[src/rtl/axi4_lite_arb_manager_pkg.sv]
// axi4_lite_arb_manager_pkg: shared defaults, response codes and FSM states for the arbitrated manager
package axi4_lite_arb_manager_pkg;
  localparam int DEFAULT_AXI_TIMEOUT = 256;
  typedef enum logic [1:0] {
    RESP_OKAY   = 2'b00,
    RESP_EXOKAY = 2'b01,
    RESP_SLVERR = 2'b10,
    RESP_DECERR = 2'b11
  } axi_resp_t;
  typedef enum logic [2:0] {ST_IDLE, ST_AR, ST_R, ST_W, ST_B, ST_DONE} axi_arb_state_t;
endpackage

[src/rtl/axi4_lite.sv]
// axi4_lite: AXI4-Lite bus bundle with manager and subordinate views
interface axi4_lite #(
  parameter int ADDR_WIDTH = 32,
  parameter int DATA_WIDTH = 32
);
  logic [ADDR_WIDTH-1:0]   awaddr;
  logic [2:0]              awprot;
  logic                    awvalid;
  logic                    awready;
  logic [DATA_WIDTH-1:0]   wdata;
  logic [DATA_WIDTH/8-1:0] wstrb;
  logic                    wvalid;
  logic                    wready;
  logic [1:0]              bresp;
  logic                    bvalid;
  logic                    bready;
  logic [ADDR_WIDTH-1:0]   araddr;
  logic [2:0]              arprot;
  logic                    arvalid;
  logic                    arready;
  logic [DATA_WIDTH-1:0]   rdata;
  logic [1:0]              rresp;
  logic                    rvalid;
  logic                    rready;
  modport manager (
    output awaddr, awprot, awvalid, wdata, wstrb, wvalid, bready, araddr, arprot, arvalid, rready,
    input  awready, wready, bresp, bvalid, arready, rdata, rresp, rvalid
  );
  modport subordinate (
    input  awaddr, awprot, awvalid, wdata, wstrb, wvalid, bready, araddr, arprot, arvalid, rready,
    output awready, wready, bresp, bvalid, arready, rdata, rresp, rvalid
  );
endinterface

[src/rtl/axi4_lite_arb_manager_rr_arbiter.sv]
// rr_arbiter: combinational round-robin pick of the first requester after the last grant
module rr_arbiter #(
  parameter  int N  = 2,
  localparam int LW = (N > 1) ? $clog2(N) : 1
) (
  input  logic [N-1:0]  req,
  input  logic [LW-1:0] last,
  output logic [LW-1:0] gnt_idx,
  output logic          gnt_valid
);
  logic [LW-1:0] w_idx;
  // scan farthest candidate first so the nearest requester after last overwrites and wins
  always_comb begin
    gnt_idx   = '0;
    gnt_valid = 1'b0;
    w_idx     = '0;
    for (int k = N; k >= 1; k--) begin
      w_idx = LW'((int'(last) + k) % N);
      if (req[w_idx]) begin
        gnt_idx   = w_idx;
        gnt_valid = 1'b1;
      end
    end
  end
endmodule

[src/rtl/axi4_lite_arb_manager.sv]
// axi4_lite_arb_manager: round-robin arbitration of core request ports onto one AXI4-Lite manager
module axi4_lite_arb_manager
  import axi4_lite_arb_manager_pkg::*;
#(
  parameter int NUM_PORTS  = 2,
  parameter int WIDTH      = 32,
  parameter int ADDR_WIDTH = 32,
  parameter int TIMEOUT    = DEFAULT_AXI_TIMEOUT
) (
  input  logic                                  clk,
  input  logic                                  rst_n,
  input  logic [NUM_PORTS-1:0]                  rd_en,
  input  logic [NUM_PORTS-1:0]                  wr_en,
  input  logic [NUM_PORTS-1:0][ADDR_WIDTH-1:0]  addr,
  input  logic [NUM_PORTS-1:0][WIDTH-1:0]       wr_data,
  input  logic [NUM_PORTS-1:0][WIDTH/8-1:0]     wr_strobe,
  output logic [WIDTH-1:0]                      rd_data,
  output logic [NUM_PORTS-1:0]                  done,
  output logic [NUM_PORTS-1:0]                  access_fault,
  output logic [NUM_PORTS-1:0]                  busy,
  axi4_lite.manager                             axi_m
);
  localparam int LW = (NUM_PORTS > 1) ? $clog2(NUM_PORTS) : 1;
  localparam int CW = $clog2(TIMEOUT + 2);
  axi_arb_state_t      r_state, w_next;
  logic [LW-1:0]       r_last, r_idx, w_gnt_idx;
  logic                w_gnt_valid;
  logic [ADDR_WIDTH-1:0] r_addr;
  logic [WIDTH-1:0]    r_wdata, r_rd_data;
  logic [WIDTH/8-1:0]  r_wstrb;
  logic                r_fault, r_awdone, r_wdone;
  logic [CW-1:0]       r_cnt;
  logic                w_active, w_timeout, w_awvalid, w_wvalid, w_aw_done, w_w_done, w_fault_set;
  logic [NUM_PORTS-1:0] w_onehot;

  rr_arbiter #(.N(NUM_PORTS)) u_arb (
    .req       (rd_en | wr_en),
    .last      (r_last),
    .gnt_idx   (w_gnt_idx),
    .gnt_valid (w_gnt_valid)
  );

  assign w_active    = r_state != ST_IDLE && r_state != ST_DONE;
  assign w_timeout   = w_active && r_cnt == CW'(TIMEOUT);
  assign w_awvalid   = r_state == ST_W && !r_awdone;
  assign w_wvalid    = r_state == ST_W && !r_wdone;
  assign w_aw_done   = r_awdone | (w_awvalid & axi_m.awready);
  assign w_w_done    = r_wdone | (w_wvalid & axi_m.wready);
  assign w_fault_set = w_timeout
                     | (r_state == ST_R && axi_m.rvalid && axi_m.rresp != RESP_OKAY)
                     | (r_state == ST_B && axi_m.bvalid && axi_m.bresp != RESP_OKAY);
  assign w_onehot    = NUM_PORTS'(1) << r_idx;

  assign axi_m.araddr  = r_addr;
  assign axi_m.awaddr  = r_addr;
  assign axi_m.wdata   = r_wdata;
  assign axi_m.wstrb   = r_wstrb;
  assign axi_m.arprot  = 3'b000;
  assign axi_m.awprot  = 3'b000;
  assign axi_m.arvalid = r_state == ST_AR;
  assign axi_m.rready  = r_state == ST_R;
  assign axi_m.awvalid = w_awvalid;
  assign axi_m.wvalid  = w_wvalid;
  assign axi_m.bready  = r_state == ST_B;

  assign rd_data      = r_rd_data;
  assign done         = (r_state == ST_DONE) ? w_onehot : '0;
  assign access_fault = r_fault ? done : '0;
  assign busy         = w_active ? w_onehot : '0;

  // next state: timeout aborts any bus phase; a request with both enables faults without bus activity
  always_comb begin
    w_next = r_state;
    case (r_state)
      ST_IDLE: if (w_gnt_valid) w_next = (rd_en[w_gnt_idx] && wr_en[w_gnt_idx]) ? ST_DONE :
                                         rd_en[w_gnt_idx] ? ST_AR : ST_W;
      ST_AR:   w_next = w_timeout ? ST_DONE : axi_m.arready ? ST_R : ST_AR;
      ST_R:    w_next = (w_timeout || axi_m.rvalid) ? ST_DONE : ST_R;
      ST_W:    w_next = w_timeout ? ST_DONE : (w_aw_done && w_w_done) ? ST_B : ST_W;
      ST_B:    w_next = (w_timeout || axi_m.bvalid) ? ST_DONE : ST_B;
      default: w_next = ST_IDLE;
    endcase
  end

  // state, grant pointer, latched payload, handshake flags, timeout counter and read data
  always_ff @(posedge clk or negedge rst_n) begin
    if (!rst_n) begin
      r_state   <= ST_IDLE;
      r_last    <= LW'(NUM_PORTS - 1);
      r_idx     <= '0;
      r_addr    <= '0;
      r_wdata   <= '0;
      r_wstrb   <= '0;
      r_fault   <= 1'b0;
      r_awdone  <= 1'b0;
      r_wdone   <= 1'b0;
      r_cnt     <= '0;
      r_rd_data <= '0;
    end else begin
      r_state <= w_next;
      if (r_state == ST_IDLE && w_gnt_valid) begin
        r_idx    <= w_gnt_idx;
        r_last   <= w_gnt_idx;
        r_addr   <= addr[w_gnt_idx];
        r_wdata  <= wr_data[w_gnt_idx];
        r_wstrb  <= wr_strobe[w_gnt_idx];
        r_fault  <= rd_en[w_gnt_idx] & wr_en[w_gnt_idx];
        r_awdone <= 1'b0;
        r_wdone  <= 1'b0;
        r_cnt    <= '0;
      end else begin
        r_fault  <= r_fault | w_fault_set;
        r_awdone <= w_aw_done;
        r_wdone  <= w_w_done;
        if (w_active) r_cnt <= r_cnt + 1'b1;
        if (r_state == ST_R && axi_m.rvalid) r_rd_data <= axi_m.rdata;
      end
    end
  end
endmodule

[src/flat_wrapper.sv]
// flat-port wrapper written by rule: the top's interface ports become plain ports
module axi4_lite_arb_manager_flat import axi4_lite_arb_manager_pkg::*;
#(
  parameter int NUM_PORTS  = 2,
  parameter int WIDTH      = 32,
  parameter int ADDR_WIDTH = 32,
  parameter int TIMEOUT    = DEFAULT_AXI_TIMEOUT
)
  (clk, rst_n, rd_en, wr_en, addr, wr_data, wr_strobe, rd_data, done, access_fault, busy, axi_m_awaddr, axi_m_awprot, axi_m_awvalid, axi_m_wdata, axi_m_wstrb, axi_m_wvalid, axi_m_bready, axi_m_araddr, axi_m_arprot, axi_m_arvalid, axi_m_rready, axi_m_awready, axi_m_wready, axi_m_bresp, axi_m_bvalid, axi_m_arready, axi_m_rdata, axi_m_rresp, axi_m_rvalid);
  axi4_lite #(.ADDR_WIDTH(ADDR_WIDTH), .DATA_WIDTH((32))) axi_m_i ();
  input  logic clk;
  input  logic rst_n;
  input  logic [NUM_PORTS-1:0] rd_en;
  input  logic [NUM_PORTS-1:0] wr_en;
  input  logic [NUM_PORTS-1:0][ADDR_WIDTH-1:0] addr;
  input  logic [NUM_PORTS-1:0][WIDTH-1:0] wr_data;
  input  logic [NUM_PORTS-1:0][WIDTH/8-1:0] wr_strobe;
  output logic [WIDTH-1:0] rd_data;
  output logic [NUM_PORTS-1:0] done;
  output logic [NUM_PORTS-1:0] access_fault;
  output logic [NUM_PORTS-1:0] busy;
  output wire logic [$bits(axi_m_i.awaddr)-1:0] axi_m_awaddr;
  output wire logic [$bits(axi_m_i.awprot)-1:0] axi_m_awprot;
  output wire logic [$bits(axi_m_i.awvalid)-1:0] axi_m_awvalid;
  output wire logic [$bits(axi_m_i.wdata)-1:0] axi_m_wdata;
  output wire logic [$bits(axi_m_i.wstrb)-1:0] axi_m_wstrb;
  output wire logic [$bits(axi_m_i.wvalid)-1:0] axi_m_wvalid;
  output wire logic [$bits(axi_m_i.bready)-1:0] axi_m_bready;
  output wire logic [$bits(axi_m_i.araddr)-1:0] axi_m_araddr;
  output wire logic [$bits(axi_m_i.arprot)-1:0] axi_m_arprot;
  output wire logic [$bits(axi_m_i.arvalid)-1:0] axi_m_arvalid;
  output wire logic [$bits(axi_m_i.rready)-1:0] axi_m_rready;
  input wire logic [$bits(axi_m_i.awready)-1:0] axi_m_awready;
  input wire logic [$bits(axi_m_i.wready)-1:0] axi_m_wready;
  input wire logic [$bits(axi_m_i.bresp)-1:0] axi_m_bresp;
  input wire logic [$bits(axi_m_i.bvalid)-1:0] axi_m_bvalid;
  input wire logic [$bits(axi_m_i.arready)-1:0] axi_m_arready;
  input wire logic [$bits(axi_m_i.rdata)-1:0] axi_m_rdata;
  input wire logic [$bits(axi_m_i.rresp)-1:0] axi_m_rresp;
  input wire logic [$bits(axi_m_i.rvalid)-1:0] axi_m_rvalid;
  assign axi_m_awaddr = axi_m_i.awaddr;
  assign axi_m_awprot = axi_m_i.awprot;
  assign axi_m_awvalid = axi_m_i.awvalid;
  assign axi_m_wdata = axi_m_i.wdata;
  assign axi_m_wstrb = axi_m_i.wstrb;
  assign axi_m_wvalid = axi_m_i.wvalid;
  assign axi_m_bready = axi_m_i.bready;
  assign axi_m_araddr = axi_m_i.araddr;
  assign axi_m_arprot = axi_m_i.arprot;
  assign axi_m_arvalid = axi_m_i.arvalid;
  assign axi_m_rready = axi_m_i.rready;
  assign axi_m_i.awready = axi_m_awready;
  assign axi_m_i.wready = axi_m_wready;
  assign axi_m_i.bresp = axi_m_bresp;
  assign axi_m_i.bvalid = axi_m_bvalid;
  assign axi_m_i.arready = axi_m_arready;
  assign axi_m_i.rdata = axi_m_rdata;
  assign axi_m_i.rresp = axi_m_rresp;
  assign axi_m_i.rvalid = axi_m_rvalid;
  axi4_lite_arb_manager #(.NUM_PORTS(NUM_PORTS), .WIDTH(WIDTH), .ADDR_WIDTH(ADDR_WIDTH), .TIMEOUT(TIMEOUT)) u_core (.clk(clk), .rst_n(rst_n), .rd_en(rd_en), .wr_en(wr_en), .addr(addr), .wr_data(wr_data), .wr_strobe(wr_strobe), .rd_data(rd_data), .done(done), .access_fault(access_fault), .busy(busy), .axi_m(axi_m_i));
endmodule
[config.mk]
export PLATFORM = sky130hd
export DESIGN_NAME = axi4_lite_arb_manager_flat
export DESIGN_NICKNAME = d
export VERILOG_FILES = /design/src/rtl/axi4_lite_arb_manager_pkg.sv /design/src/rtl/axi4_lite.sv /design/src/rtl/axi4_lite_arb_manager_rr_arbiter.sv /design/src/rtl/axi4_lite_arb_manager.sv /design/src/flat_wrapper.sv
export SDC_FILE = /design/constraint.sdc
export NUM_CORES = 1
export LEC_CHECK = 0
export ABC_AREA = 1
export BUFFER_PORTS_ARGS = -buffer_cell sky130_fd_sc_hd__buf_2
export CAP_MARGIN = 20
export CORE_AREA = 3 3 128 130
export DETAILED_ROUTE_END_ITERATION = 10
export DIE_AREA = 0 0 131 133
export PLACE_DENSITY_LB_ADDON = 0.15
export SKIP_CTS_REPAIR_TIMING = 1
export SLEW_MARGIN = 0
export SYNTH_ARGS = -nofsm -noshare
export SYNTH_HDL_FRONTEND = slang
export SYNTH_SLANG_ARGS = --single-unit
[constraint.sdc]
create_clock -name clk -period 2.3 [get_ports clk]
set_clock_uncertainty 0.1 [all_clocks]
set_input_delay 0.115 -clock clk [delete_from_list [all_inputs] [get_ports clk]]
set_output_delay 0.115 -clock clk [all_outputs]
set_load 0.05 [all_outputs]
==> metrics <==
VDD IR-drop max 0.00133 V; Final setup violation count 0; Syn. warnings 0; post-synthesis sequential area ratio 0.512; fill count 1247; vias in the first global route 5461; die height 133 um; Fin. Hold Viols 3; crit path time final 2.22 ns; final WL 21700 um; slew margin rel. 0.626; crit start category register; GRT Overall Usage 0.209; CTS root buffer clkbuf_16; dpl hpwl 13500 um; Multi-input gate area 2200 sq um; Initial Util 0.375; pin count of the biggest net entering global routing 70; CP Capture Type register; failing checks negative hold slack; CTS tree built; pwr/cell area 1640 nW/um^2; Arr. time, crit path 2.42 ns; final total power 15.8 mW; router iterations before antenna repair 4; pins over their slew limit 0; hold slack -0.0153 ns; Area growth syn-to-layout 68.2%; Non-Filler Instances 1383; CTS sink count 117; Distinct cells, synth 33; H-tree depth 4; layout cells sized above 1 0.334; Gate Count Post-Synth 701; Die Span X 131 um; number of diodes 0; setup TNS 0 ns; Clock Latency Late Sink 0.41 ns; initial antenna violation count 0; Req. time, crit path 2.49 ns; outcome finished with violations; Worst-path clk slew 0.05 ns; global-route wire length before repair 28300 um; Max Cap Violations 0; I/O pin total 332; Leakage 4.95 nW; fin nets 1344; register area 2930 sq um; RSZ-0062 raised after global routing no; HP Class input pin to register; TritonCTS Buffers 17; syn avg cell area 8.16 sq um; Placer Congestion 0.813; post-route ant nets 0; maximum clock frequency 0.450 GHz; Cell Area, Synth 5720 sq um; Placed Cells 1181; per-cell routed wire length 15.7 um; Final Core Density 0.631; Slew @ Worst Pin 0.561 ns; #FFs+latches synth 117; die area 17400 sq um; Initial DRC Count 316; Rows 45; clock buffer depth 2; via count 6565; Core Area 15300 sq um; Crit Path Category register to register; DRC errors left 0; routed vias/inst 4.75; IO buf count 325; CP Max Fanout 33; total gr overflow 0; Tcrit/Tclk final 0.966
-- placed cells by master, fill, tap and decap left out, types with 2 or more instances in the layout --
master / instances
buf_2: 324
nand2_1: 205
dlygate4sd3_1: 170
a21oi_1: 139
dfrtp_1: 116
nor2_1: 88
inv_1: 22
clkbuf_16: 17
nand3_1: 11
buf_4: 7
nor3_1: 6
conb_1: 6
buf_12: 6
o21ai_0: 5
inv_2: 4
nand2_4: 4
bufinv_16: 4
nor2_2: 3
clkinv_4: 3
clkinvlp_4: 3
nor3_2: 2
inv_4: 2
nand4_1: 2
o21ai_2: 2
o21ai_1: 2
ha_1: 2
clkinv_2: 2
clkbuf_1: 2
-- cell type report --
type                    count  area share
repair buffers            507       0.363
flip-flops and latches    117       0.304
clock buffers              20      0.0464
well taps                 211      0.0274
inverters                  28      0.0114
clock inverters            12      0.0186
multi-input cells         488       0.229
-- cells by family after synthesis --
kind of cell | synth area share
adder cells (fa/ha/maj) | 0.00437
AO/OA/AOI/OAI | 0.140
other | 0.000655
buffers and inverters | 0.109
AND/OR/NAND/NOR | 0.232
flip-flops | 0.512
XOR/XNOR | 0.00153
-- sequential cells by signal, summed over array words and instances (netlist names) --
signal               cells
u_core.r_idx             1
u_core.r_wdone           1
u_core.r_cnt             9
u_core.r_last            1
u_core.r_state           3
u_core.r_fault           1
u_core.axi_m.wstrb       4
u_core.rd_data          32
u_core.axi_m.araddr     32
u_core.r_awdone          1
u_core.axi_m.wdata      32
-- path summary, 6_finish.rpt --
path	start	to	slack, ns	cells past startpoint
max in group asynchronous	rst_n	u_core.r_cnt[1]$_DFFE_PN0P_	1.33	3
min in group asynchronous	rst_n	u_core.rd_data[3]$_DFFE_PN0P_	0.14	2
setup reg to reg	u_core.r_state[0]$_DFFE_PN0P_	u_core.axi_m.wdata[13]$_DFFE_PN0P_	0.08	8
setup / recovery	u_core.r_state[0]$_DFFE_PN0P_	u_core.axi_m.wdata[13]$_DFFE_PN0P_	0.08	8
hold reg to reg	u_core.rd_data[11]$_DFFE_PN0P_	u_core.rd_data[11]$_DFFE_PN0P_	0.36	2
hold / removal	axi_m_wready	u_core.r_wdone$_DFF_PN0_	-0.02	5
-- cells in the mapped netlist --
cell	instances	area, sq um
nand2_2	1	6.26
buf_2	9	45.0
inv_4	2	12.5
a21oi_2	1	8.76
nand3_1	11	55.1
a221oi_2	1	15.0
conb_1	1	3.75
a31oi_1	1	6.26
a21oi_1	139	696
inv_1	22	82.6
nor2_2	3	18.8
dfstp_2	1	26.3
o21ai_1	2	10.0
a22o_1	1	8.76
nand3_4	1	17.5
nand4_1	2	12.5
o21ai_2	3	26.3
dfrtp_1	116	2900
buf_4	47	353
buf_6	7	78.8
inv_2	4	15.0
o211ai_1	1	7.51
nor3_1	7	35.0
nor2_4	1	11.3
xor2_1	1	8.76
o21ai_0	5	25.0
nand2_4	4	45.0
nor3_4	1	16.3
nor3_2	1	10.0
clkbuf_1	10	37.5
nand2_1	205	769
ha_1	2	25.0
nor2_1	88	330
-- where the power goes --
group | switching [mW] | internal [mW] | leakage (nW)
clock network | 0.977 | 1.84 | 0.296
registers | 0.666 | 3.05 | 1.38
logic | 7.05 | 2.20 | 3.27
total | 8.69 | 7.09 | 4.95
-- through the flow --
step | cell area (sq um) | hold slack, ns | setup WS (ns)
finish | 9620 | -0.0153 | 0.0772
global route | 9620 | 0.000919 | 0.00302
CTS | 7920 | -0.399 | 0.386
detailed placement | 7300 | 0.0464 | 0.458
global placement | 7300 | 0.0506 | 0.508
floorplan | 5750 | -0.281 | 0.381
-- metal layers --
layer	global-route usage	vias up	part of all wire
li1	-	3129	-
met1	0.245	3057	0.39
met2	0.354	334	0.51
met3	0.0755	45	0.082
met4	0.0640	0	0.021
met5	0	-	0
-- critical path, stage by stage (launching register included) --
cell	delay, ns
dfrtp_1	0.48
nor2_2	0.20
nand2_4	0.10
inv_2	0.08
nand2_4	0.07
buf_4	0.25
a21oi_1	0.17
a21oi_1	0.08
dlygate4sd3_1	0.55
(Power assumes the default switching activity.)
